===== config.mk =====
export PLATFORM = sky130hd
export DESIGN_NAME = serial_alu
export DESIGN_NICKNAME = d
export VERILOG_FILES = /design/src/rtl/serial_alu.sv
export SDC_FILE = /design/constraint.sdc
export NUM_CORES = 1
export LEC_CHECK = 0
export ABC_AREA = 0
export BUFFER_PORTS_ARGS = -buffer_cell sky130_fd_sc_hd__buf_2
export CAP_MARGIN = 20
export CORE_ASPECT_RATIO = 1.1
export CORE_MARGIN = 5
export CORE_UTILIZATION = 45
export CTS_CLUSTER_DIAMETER = 40
export DETAILED_ROUTE_END_ITERATION = 12
export PLACE_DENSITY = 0.66
export SYNTH_ARGS = -nofsm -noshare
export SYNTH_HDL_FRONTEND = slang
export SYNTH_SLANG_ARGS = --single-unit

===== constraint.sdc =====
create_clock -name clock -period 3.6 [get_ports clock]
set_input_delay 0.54 -clock clock [delete_from_list [all_inputs] [get_ports clock]]
set_output_delay 0.54 -clock clock [all_outputs]
set_load 0.02 [all_outputs]

===== src/rtl/serial_alu.sv =====
// serial_alu: WIDTH-bit ALU evaluated DIGIT bits per cycle, LSB first,
// with valid/ready handshakes on operands and result.
module serial_alu #(
  parameter int unsigned WIDTH = 32,
  parameter int unsigned DIGIT = 1
) (
  input  logic             clock,
  input  logic             reset_n,
  input  logic             in_valid,
  output logic             in_ready,
  input  logic [WIDTH-1:0] A,
  input  logic [WIDTH-1:0] B,
  input  logic [2:0]       control,
  output logic             out_valid,
  input  logic             out_ready,
  output logic [WIDTH-1:0] out,
  output logic             carryout,
  output logic             overflow,
  output logic             zero,
  output logic             negative
);

  localparam int unsigned N     = WIDTH / DIGIT;
  localparam int unsigned CNT_W = (N > 1) ? $clog2(N) : 1;

  typedef enum logic [1:0] {
    S_IDLE = 2'd0,
    S_BUSY = 2'd1,
    S_DONE = 2'd2
  } state_e;

  state_e state_q, state_d;

  logic [WIDTH-1:0] a_q, b_q, acc_q, acc_d;
  logic [2:0]       ctl_q;
  logic             carry_q;
  logic [CNT_W-1:0] cnt_q;
  logic [WIDTH-1:0] out_q;
  logic             carryout_q, overflow_q, zero_q, negative_q;

  logic             accept_c, last_c, is_arith_c, is_logic_c;
  logic [DIGIT-1:0] a_s, b_s, sum_s, logic_s, res_s;
  logic [DIGIT:0]   chain;
  logic [WIDTH+DIGIT-1:0] cat_c;

  assign accept_c   = (state_q == S_IDLE) && in_valid;
  assign last_c     = (cnt_q == CNT_W'(N - 1));
  assign is_arith_c = (ctl_q[2:1] == 2'b01);
  assign is_logic_c = ctl_q[2];
  assign a_s        = a_q[DIGIT-1:0];
  assign b_s        = b_q[DIGIT-1:0];

  // State register
  always_ff @(posedge clock or negedge reset_n) begin
    if (!reset_n) begin
      state_q <= S_IDLE;
    end else begin
      state_q <= state_d;
    end
  end

  // Next-state logic
  always_comb begin
    state_d = state_q;
    case (state_q)
      S_IDLE:  if (in_valid) state_d = S_BUSY;
      S_BUSY:  if (last_c) state_d = S_DONE;
      S_DONE:  if (out_ready) state_d = S_IDLE;
      default: state_d = S_IDLE;
    endcase
  end

  // Handshake outputs decoded from the state register only
  always_comb begin
    in_ready  = 1'b0;
    out_valid = 1'b0;
    case (state_q)
      S_IDLE:  in_ready  = 1'b1;
      S_DONE:  out_valid = 1'b1;
      default: ;
    endcase
  end

  // DIGIT-bit ripple carry chain for the current slice
  always_comb begin
    chain    = '0;
    chain[0] = carry_q;
    for (int i = 0; i < int'(DIGIT); i++) begin
      chain[i+1] = (a_s[i] & b_s[i]) | (chain[i] & (a_s[i] ^ b_s[i]));
    end
  end

  assign sum_s = a_s ^ b_s ^ chain[DIGIT-1:0];

  // Logic slice selected by the low control bits
  always_comb begin
    logic_s = '0;
    case (ctl_q[1:0])
      2'b00:   logic_s = a_s & b_s;
      2'b01:   logic_s = a_s | b_s;
      2'b10:   logic_s = ~(a_s | b_s);
      default: logic_s = a_s ^ b_s;
    endcase
  end

  // Slice result; illegal ops contribute zeros
  always_comb begin
    res_s = '0;
    if (is_logic_c) begin
      res_s = logic_s;
    end else if (is_arith_c) begin
      res_s = sum_s;
    end
  end

  // New slice enters the accumulator from the top
  assign cat_c = {res_s, acc_q};
  assign acc_d = cat_c[WIDTH+DIGIT-1:DIGIT];

  // Operand shift registers, carry, counter and captured result/flags
  always_ff @(posedge clock or negedge reset_n) begin
    if (!reset_n) begin
      a_q        <= '0;
      b_q        <= '0;
      ctl_q      <= '0;
      carry_q    <= 1'b0;
      cnt_q      <= '0;
      acc_q      <= '0;
      out_q      <= '0;
      carryout_q <= 1'b0;
      overflow_q <= 1'b0;
      zero_q     <= 1'b1;
      negative_q <= 1'b0;
    end else begin
      if (accept_c) begin
        a_q     <= A;
        b_q     <= (control[0] && !control[2]) ? ~B : B;
        ctl_q   <= control;
        carry_q <= control[0] && !control[2];
        cnt_q   <= '0;
      end else if (state_q == S_BUSY) begin
        a_q     <= a_q >> DIGIT;
        b_q     <= b_q >> DIGIT;
        carry_q <= chain[DIGIT];
        acc_q   <= acc_d;
        cnt_q   <= cnt_q + CNT_W'(1);
        if (last_c) begin
          out_q      <= acc_d;
          carryout_q <= is_arith_c && chain[DIGIT];
          overflow_q <= is_arith_c && (chain[DIGIT] ^ chain[DIGIT-1]);
          zero_q     <= (acc_d == '0);
          negative_q <= acc_d[WIDTH-1];
        end
      end
    end
  end

  assign out      = out_q;
  assign carryout = carryout_q;
  assign overflow = overflow_q;
  assign zero     = zero_q;
  assign negative = negative_q;

endmodule


==> flow_summary.toml, run 1 <==
[status]
status = "completed"

[clock_network]
cts_root_buf = "clkbuf_16"
cts_made_buffers = 17
cts_sinks = 141
clockBufferDepth = 2
insertion_delay_ns = 0.42
h-tree-depth = 4
cts_setup_buffers = 0
clkTransAtPathRegs_ns = 0.06
cts_tree = "built"

[synth]
synth_area_leaders = "dfrtp_1 (56%), nand2_1 (14%), mux2_2 (5.1%)"
ys_ff_latch = 141
netlist_top_cells_count = "nand2_1 (235), dfrtp_1 (140), nor2_1 (34), a31oi_1 (32)"
synth_compound_area_share_pct = 8.83
synth_top_cell_by_area = "dfrtp_1"
synth_nets = 709
synth-xor-area-share_pct = 4.65
synth_top_area_share_pct = 56.3
syn_inst = 633
synth_cell_types = 36
synth_flop_cell = "dfrtp_1"
synth.cell_area_um2 = 6220
synth-edff-count = 0
post-synth-top-count-cell = "nand2_1"
yosysSeqAreaShare_pct = 56.8
synthMuxAreaShare_pct = 6.12
synth_fa_ha_area_share_pct = 1.13
yosysWarnings = 0
synth-async-reset-ratio_pct = 100
avgSynthCellArea_um2 = 9.82
synthSimpleGateAreaFrac_pct = 18.6
synth_top_family_by_area = "simple AND/OR/NAND/NOR gates"

[floorplan]
die_w_um = 122
die_h_um = 133
fp-row-count = 45
die-area_um2 = 16300
core-area_um2 = 13700
ios = 109
start_util_pct = 45.5

[drt]
vias = 4661
firstDrtPassIters = 4
ant_nets = 0
drt_iter0_drc = 345
via_per_inst = 5.02
routedWlPerCell_um = 14.3
routed_wl_um = 13300
drcViolationCount = 0

[sta]
finalCriticalPeriod_ns = 2.24
fin_skew_ns = 0.0219
report.final.slew_viol_count = 0
rsz0062_at_grt = "false"
setup_violations = 0
fin_setup_tns_ns = 0
worstMarginPinSlew_ns = 1.02
period_share_pct = 62.4
finalHoldViolCount = 0
fmax_ghz = 0.446
setup_slack_ns = 1.36
slew_headroom_pct = 31.7

[setup_path]
end_kind = "register"
cpPeakStageDelay_ns = 0.65
critPathKind = "register to register"
path_max_fanout = 39
crit_top_cell = "ha_1"
crit_slowest_cell = "nand2_2"
crit_required_ns = 3.88
crit_chain = "ha_1 -> and3_1 -> ha_1 -> nand2_2 -> mux2_2"
worstPathArrival_ns = 2.53
critPathLaunchType = "register"

[finish]
finish.net_count = 803
fill_cells = 1257
drive_gt1_share_pct = 25.3
regArea_um2 = 3530
insertedDiodeCount = 0
stdcell_area_um2 = 7490
fin_util_pct = 54.7
multiInputGateArea_um2 = 2470
syn2layout_area_growth_pct = 20.4

[power]
total_power_mw = 5.93
cellPowerDensity_nw_per_um2 = 792
ir_worst_vdd_uv = 335
power_leakage_nw = 3.93

[global_routing]
grt_overflow_total = 0
grt_max_degree = 124
antenna_found_initial = 0
grt_pass1_wl_um = 22800
grt_pass1_vias = 4760
gr-usage-all-layers_pct = 17.3

[flow_run]
maxCapViolations = 0

[hold_path]
hold_path_class = "input pin to register"

[placement]
place_ws_ns = 1.32
dp_hpwl_um = 8470
io_buffer_count = 108
place_area_um2 = 6840
gp_congestion = 0.771
-- critical path: cells and delay by family, from the launching register on --
family | cells | cell delay [ns]
muxes | 1 | 0.42
DFF | 1 | 0.41
adders and majority gates | 2 | 0.45
and+or+nand+nor | 2 | 0.84
-- where the power goes --
group / internal, mW / leakage [nW] / switching (mW)
registers: 2.19 / 1.83 / 0.427
logic: 0.664 / 1.83 / 0.990
clock network: 0.991 / 0.265 / 0.675
total: 3.84 / 3.93 / 2.09
-- state kept, by name, summed over array words and instances, names as in the netlist --
name	count
carry_q	1
overflow	1
a_q	32
state_q	2
carryout	1
zero	1
acc_q	31
out	32
cnt_q	5
ctl_q	3
b_q	32
-- path summary, 6_finish.rpt --
path | from | to | slack, ns | depth (start not counted)
setup / recovery | cnt_q[0]$_DFFE_PN0P_ | out[2]$_DFFE_PN0P_ | 1.36 | 5
hold / removal | A[31] | a_q[31]$_DFFE_PN0P_ | 0.33 | 3
setup reg to reg | cnt_q[0]$_DFFE_PN0P_ | out[2]$_DFFE_PN0P_ | 1.36 | 5
hold reg to reg | a_q[12]$_DFFE_PN0P_ | a_q[12]$_DFFE_PN0P_ | 0.47 | 2
max in group asynchronous | reset_n | b_q[23]$_DFFE_PN0P_ | 2.32 | 3
min in group asynchronous | reset_n | out[18]$_DFFE_PN0P_ | 0.53 | 2
-- kinds of logic (layout without fill, tap and decap cells) --
kind of cell / Yosys count / in the layout
and+or+nand+nor: 292 / 292
DFF: 141 / 141
AOI/OAI and AO/OA: 82 / 82
buffers and inverters: 47 / 154
xor gates and xnor gates: 33 / 33
muxes: 33 / 33
adders and majority gates: 5 / 5
-- metal layers --
metal / share of wire (%) / global-route usage, % / vias up
li1: - / - / 2290
met1: 44 / 22.8 / 2247
met2: 50 / 28.0 / 119
met3: 5.7 / 4.97 / 5
met4: 0.40 / 4.67 / 0
met5: 0 / 0 / -
-- area by class of cell --
| type | count | area share, % |
|---|---|---|
| Clock inverter | 12 | 1.50 |
| Inverter | 5 | 0.251 |
| Tap cell | 188 | 3.14 |
| Multi-Input combinational cell | 445 | 33.0 |
| Sequential cell | 141 | 47.1 |
| Clock buffer | 20 | 6.10 |
| Timing Repair Buffer | 117 | 8.84 |
-- layout by cell type, fill, tap and decap left out, types with 3 or more instances in the layout --
master and n:
nand2_1 233, dfrtp_1 140, buf_2 107, nor2_1 34, a31oi_1 32, xor2_1 31, a22oi_1 31, mux2_2 28
clkbuf_16 17, o21ai_0 15, nor4_1 7, inv_1 5, clkinvlp_4 5, buf_4 5, ha_1 4, nand4_1 3
mux2_4 3, inv_6 3
-- per-stage QoR --
stage | hold slack (ns) | std cells
floorplan | 0.244 | 633
global placement | 0.458 | 892
detailed placement | 0.464 | 892
CTS | 0.318 | 924
global route | 0.329 | 928
finish | 0.329 | 928
-- what timing repair did --
item | CTS | global route
hold buffers | 0 | 1
endpoints found under the hold margin | 0 | 21
resized for setup | 0 | 0
No activity file was read; power rests on OpenSTA's default activity.
==> run 2, diff against run 1 <==
--- a/config.mk
+++ b/config.mk
@@ -5,7 +5,7 @@
 export SDC_FILE = /design/constraint.sdc
 export NUM_CORES = 1
 export LEC_CHECK = 0
-export ABC_AREA = 0
+export ABC_AREA = 1
 export BUFFER_PORTS_ARGS = -buffer_cell sky130_fd_sc_hd__buf_2
 export CAP_MARGIN = 20
 export CORE_ASPECT_RATIO = 1.1
@@ -13,7 +13,7 @@
 export CORE_UTILIZATION = 45
 export CTS_CLUSTER_DIAMETER = 40
 export DETAILED_ROUTE_END_ITERATION = 12
-export PLACE_DENSITY = 0.66
+export PLACE_DENSITY = 0.69
 export SYNTH_ARGS = -nofsm -noshare
 export SYNTH_HDL_FRONTEND = slang
 export SYNTH_SLANG_ARGS = --single-unit
==> constraint.sdc (replaced) <==
create_clock -name clock -period 2 [get_ports clock]
set_input_delay 0.3 -clock clock [delete_from_list [all_inputs] [get_ports clock]]
set_output_delay 0.3 -clock clock [all_outputs]
set_load 0.02 [all_outputs]
==> flow_summary.toml, run 2 <==
[status]
status = "completed"

[drt]
via_per_inst = 4.86
firstDrtPassIters = 4
drt_iter0_drc = 308
routed_wl_um = 13900
vias = 5017
routedWlPerCell_um = 13.5
drcViolationCount = 0
ant_nets = 0

[setup_path]
crit_required_ns = 2.35
path_max_fanout = 14
cp.buffers_inverters = 1
crit_family = "simple AND/OR/NAND/NOR gates"
cpPeakStageDelay_ns = 0.41
crit_slowest_cell = "inv_1"
critPathKind = "register to register"
worstPathArrival_ns = 2.12
end_kind = "register"
critPathLaunchType = "register"
crit_chain = "ha_1 -> nand2_1 -> nor2_1 -> ha_1 -> nand3_2 -> inv_1 -> nand2_1 -> nand2_1"
crit_top_cell = "nand2_1"

[synth]
yosysSeqAreaShare_pct = 55.8
synth_top_area_share_pct = 55.4
syn_inst = 729
synth_top_cell_by_area = "dfrtp_1"
synth-edff-count = 0
post-synth-top-count-cell = "nand2_1"
synth_area_leaders = "dfrtp_1 (55%), nand2_1 (14%), o21ai_0 (8.3%)"
synth_cell_types = 30
avgSynthCellArea_um2 = 8.67
synth_flop_cell = "dfrtp_1"
synth_nets = 805
synth-async-reset-ratio_pct = 100
yosysWarnings = 0
netlist_top_cells_count = "nand2_1 (236), dfrtp_1 (140), o21ai_0 (105), inv_1 (51), nand3_1 (36)"
ys_ff_latch = 141
synth.cell_area_um2 = 6320

[placement]
gp_congestion = 0.787
dp_hpwl_um = 9620
placed_cells = 1000
place_ws_ns = 0.226
io_buffer_count = 108

[power]
power_leakage_nw = 3.86
ir_worst_vdd_uv = 698
cellPowerDensity_nw_per_um2 = 1560

[clock_network]
cts_root_buf = "clkbuf_16"
cts_setup_buffers = 0
cts_sinks = 141
cts_resized = 0
cts_tree = "built"
clockBufferDepth = 2
h-tree-depth = 4
insertion_delay_ns = 0.42
cts_made_buffers = 17
clkTransAtPathRegs_ns = 0.06
hold_buffers = 1

[floorplan]
ios = 109
fp-row-count = 45
die-area_um2 = 16500
start_util_pct = 45.8
die_w_um = 123
core-area_um2 = 13800
die_h_um = 134

[finish]
final_common_cell = "nand2_1"
insertedDiodeCount = 0
finish.net_count = 908
syn2layout_area_growth_pct = 20.3
fin_cells = 1033
layout_common_cells = "nand2_1 (236), dfrtp_1 (140), buf_2 (107)"
drive_gt1_share_pct = 20.6

[hold_path]
hold_path_class = "input pin to register"

[global_routing]
grt_max_degree = 66
grt_overflow_total = 0
gr-usage-all-layers_pct = 18.2
grt_pass1_vias = 4973
grt_pass1_wl_um = 23800
antenna_found_initial = 0

[sta]
report.final.slew_viol_count = 0
fmax_ghz = 0.565
rsz0062_at_grt = "false"
period_share_pct = 88.5
fin_skew_ns = 0.00564
finalCriticalPeriod_ns = 1.77
setup_violations = 0
holdWs_ns = 0.0853
setup_slack_ns = 0.230
finalHoldViolCount = 0
worstMarginPinSlew_ns = 0.786
fin_setup_tns_ns = 0
slew_headroom_pct = 47.5

[flow_run]
maxCapViolations = 0
-- run 2: cell count changes after synthesis, sizes merged, moves of 23 or more --
cell / previous run / this run
nand3: 2 / 36
a31oi: 32 / 0
mux2: 31 / 0
xor2: 31 / 2
o21ai: 15 / 120
a22oi: 31 / 8
inv: 5 / 54
-- run 2: final cells by class --
| type | count | area, µm² |
|---|---|---|
| fill | 1313 | 6180 |
| sequential | 141 | 3530 |
| multi-input combinational | 492 | 2360 |
| clock buffer | 24 | 472 |
| tap | 188 | 235 |
| timing repair buffer | 126 | 722 |
| clock inverter | 8 | 90.1 |
| inverter | 54 | 203 |
-- run 2: stage by stage --
stage               utilization [%]  area (µm²)  total power [mW]
CTS                            55.2        7610              12.0
global route                   55.2        7610              12.9
floorplan                         -        6320              7.78
global placement               51.0        7040              8.81
finish                         55.2        7610              11.9
detailed placement             51.0        7040              8.94
-- run 2: kinds of logic after synthesis --
kind of cell / after synthesis / share of synthesized area, %
adder cells (fa/ha/maj): 5 / 1.11
buffers and inverters: 96 / 6.96
AO/OA/AOI/OAI: 153 / 13.0
XOR/XNOR: 21 / 2.91
AND/OR/NAND/NOR: 313 / 20.2
flip-flops: 141 / 55.8
-- run 2: routing by layer --
layer  wire (µm)  up-vias  track usage [%]
met3         761       18             3.84
li1            -     2547                -
met2        6580      122             28.6
met1        6380     2330             24.8
met5           0        -                0
met4         188        0             6.77
-- run 2: path summary, 6_finish.rpt --
| path | startpoint | endpoint | slack [ns] | cells after the start |
|---|---|---|---|---|
| max | cnt_q[0]$_DFFE_PN0P_ | out[9]$_DFFE_PN0P_ | 0.23 | 8 |
| min | A[31] | a_q[31]$_DFFE_PN0P_ | 0.09 | 3 |
| max reg2reg | cnt_q[0]$_DFFE_PN0P_ | out[9]$_DFFE_PN0P_ | 0.23 | 8 |
| min reg2reg | zero$_DFFE_PN1P_ | zero$_DFFE_PN1P_ | 0.47 | 2 |
| max in group asynchronous | reset_n | a_q[17]$_DFFE_PN0P_ | 1.01 | 3 |
| min in group asynchronous | reset_n | out[18]$_DFFE_PN0P_ | 0.38 | 2 |
-- run 2: where the power goes --
part / internal [mW] / total, mW / leakage (nW) / switching (mW)
Sequential: 4.08 / 4.75 / 1.81 / 0.673
Combinational: 1.53 / 4.10 / 1.77 / 2.57
Clock: 1.89 / 3.00 / 0.282 / 1.11
Total: 7.50 / 11.9 / 3.86 / 4.35
-- run 2: tightest hold or removal path: cells and delay by family --
| kind | cells | cell delay (ns) |
|---|---|---|
| buffers and inverters | 1 | 0.08 |
| and+or+nand+nor | 2 | 0.09 |
==> run 3, diff against run 2 <==
--- a/config.mk
+++ b/config.mk
@@ -10,10 +10,11 @@
 export CAP_MARGIN = 20
 export CORE_ASPECT_RATIO = 1.1
 export CORE_MARGIN = 5
-export CORE_UTILIZATION = 45
+export CORE_UTILIZATION = 51
 export CTS_CLUSTER_DIAMETER = 40
 export DETAILED_ROUTE_END_ITERATION = 12
-export PLACE_DENSITY = 0.69
+export PLACE_DENSITY = 0.76
+export RECOVER_POWER = 50
 export SYNTH_ARGS = -nofsm -noshare
 export SYNTH_HDL_FRONTEND = slang
 export SYNTH_SLANG_ARGS = --single-unit
==> flow_summary.toml, run 3 (same netlist as run 2, synthesis figures left out) <==
[setup_path]
end_kind = "register"
critPathLaunchType = "register"
worstPathArrival_ns = 2.15
crit_slowest_cell = "dfrtp_1"
cpPeakStageDelay_ns = 0.39
crit_chain = "ha_1 -> nand2_1 -> nor2_1 -> ha_1 -> nand3_2 -> buf_4 -> nor2_1 -> nand3_1 -> nor2_1 -> nand2_1 -> nand2_1"
path_max_fanout = 13
crit_required_ns = 2.35
crit_family = "simple AND/OR/NAND/NOR gates"
critPathKind = "register to register"
cp.buffers_inverters = 1

[drt]
routedWlPerCell_um = 14.3
routed_wl_um = 14300
drcViolationCount = 0
vias = 5200
via_per_inst = 5.21
firstDrtPassIters = 5
ant_nets = 0
drt_iter0_drc = 408

[power]
ir_worst_vdd_uv = 673
cellPowerDensity_nw_per_um2 = 1620
power_leakage_nw = 3.80

[status]
status = "completed"

[global_routing]
grt_pass1_vias = 5256
grt_pass1_wl_um = 24600
antenna_found_initial = 0
grt_overflow_total = 0
grt_max_degree = 53
gr-usage-all-layers_pct = 20.9

[floorplan]
start_util_pct = 52.3
die_h_um = 127
die-area_um2 = 14700
ios = 109
fp-row-count = 42
die_w_um = 116
core-area_um2 = 12100

[finish]
insertedDiodeCount = 0
fill_cells = 1011
drive_gt1_share_pct = 18.9
syn2layout_area_growth_pct = 20.2
final_common_cell = "nand2_1"
layout_common_cells = "nand2_1 (236), dfrtp_1 (140), o21ai_0 (105)"
finish.net_count = 908

[clock_network]
clockBufferDepth = 2
insertion_delay_ns = 0.41
cts_resized = 0
cts_tree = "built"
cts_made_buffers = 17
h-tree-depth = 4
clkTransAtPathRegs_ns = 0.06
cts_root_buf = "clkbuf_16"
cts_sinks = 141

[sta]
finalHoldViolCount = 0
report.final.slew_viol_count = 0
slew_headroom_pct = 13.4
worstMarginPinSlew_ns = 1.30
finalCriticalPeriod_ns = 1.80
period_share_pct = 89.9
rsz0062_at_grt = "false"
fmax_ghz = 0.556
fin_skew_ns = 0.00743
holdWs_ns = 0.0959
fin_setup_tns_ns = 0
setup_violations = 0

[placement]
dp_hpwl_um = 9710
io_buffer_count = 108
gp_congestion = 0.792

[hold_path]
hold_path_class = "input pin to register"

[flow_run]
maxCapViolations = 0
-- run 3: changes by cell type in the layout (fill, tap and decap cells not counted), sizes merged --
cell      delta
clkinvlp     +2
buf         -20
bufinv       +2
inv          +3
clkbuf      +15
clkinv       -2
-- run 3: what timing repair did --
action / in CTS / in global routing
hold endpoints to repair: 47 / 0
setup buffers: 0 / 0
hold buffers: 1 / 0
-- run 3: layout make-up --
class / count / area [µm²] / share of cell area [%]
Sequential cell: 141 / 3530 / 46.4
Multi-Input combinational cell: 492 / 2360 / 31.0
Timing Repair Buffer: 126 / 679 / 8.94
Clock buffer: 19 / 453 / 5.96
Inverter: 54 / 203 / 2.67
Tap cell: 154 / 193 / 2.53
Clock inverter: 13 / 185 / 2.44
-- run 3: metal layers --
layer	global-route usage [%]	routed length (µm)
met1	28.2	6220
met3	5.24	827
met2	33.7	6950
met5	0	0
met4	5.94	272
-- run 3: worst register-to-register path: stages, from the launching register on --
cell and delay, ns:
dfrtp_1 0.39, ha_1 0.19, nand2_1 0.08, nor2_1 0.10, ha_1 0.19, nand3_2 0.12
buf_4 0.21, nor2_1 0.13, nand3_1 0.08, nor2_1 0.12, nand2_1 0.08, nand2_1 0.06
-- run 3: worst paths after layout --
kind,startpoint,end,slack (ns),cells past startpoint
setup / recovery,cnt_q[0]$_DFFE_PN0P_,zero$_DFFE_PN1P_,0.20,11
hold / removal,A[31],a_q[31]$_DFFE_PN0P_,0.1,3
setup reg to reg,cnt_q[0]$_DFFE_PN0P_,zero$_DFFE_PN1P_,0.20,11
hold reg to reg,out[16]$_DFFE_PN0P_,out[16]$_DFFE_PN0P_,0.48,2
max in group asynchronous,reset_n,b_q[15]$_DFFE_PN0P_,0.30,3
min in group asynchronous,reset_n,out[16]$_DFFE_PN0P_,0.71,2
-- run 3: per-stage QoR --
step	util, %	std cells	setup WS (ns)	power [mW]	cell area, µm²
5_1_grt	62.9	999	0.0178	13.3	7600
6_report	62.9	999	0.202	12.3	7600
4_1_cts	63.1	999	0.186	12.4	7630
3_5_place_dp	57.8	966	0.282	8.96	6980
2_1_floorplan	-	729	0.430	7.78	6320
3_3_place_gp	57.8	966	0.398	8.73	6980
-- run 3: report_power, final --
group / internal (mW) / switching, mW
Sequential: 4.08 / 0.691
Combinational: 1.50 / 2.66
Clock: 2.16 / 1.19
Total: 7.74 / 4.55
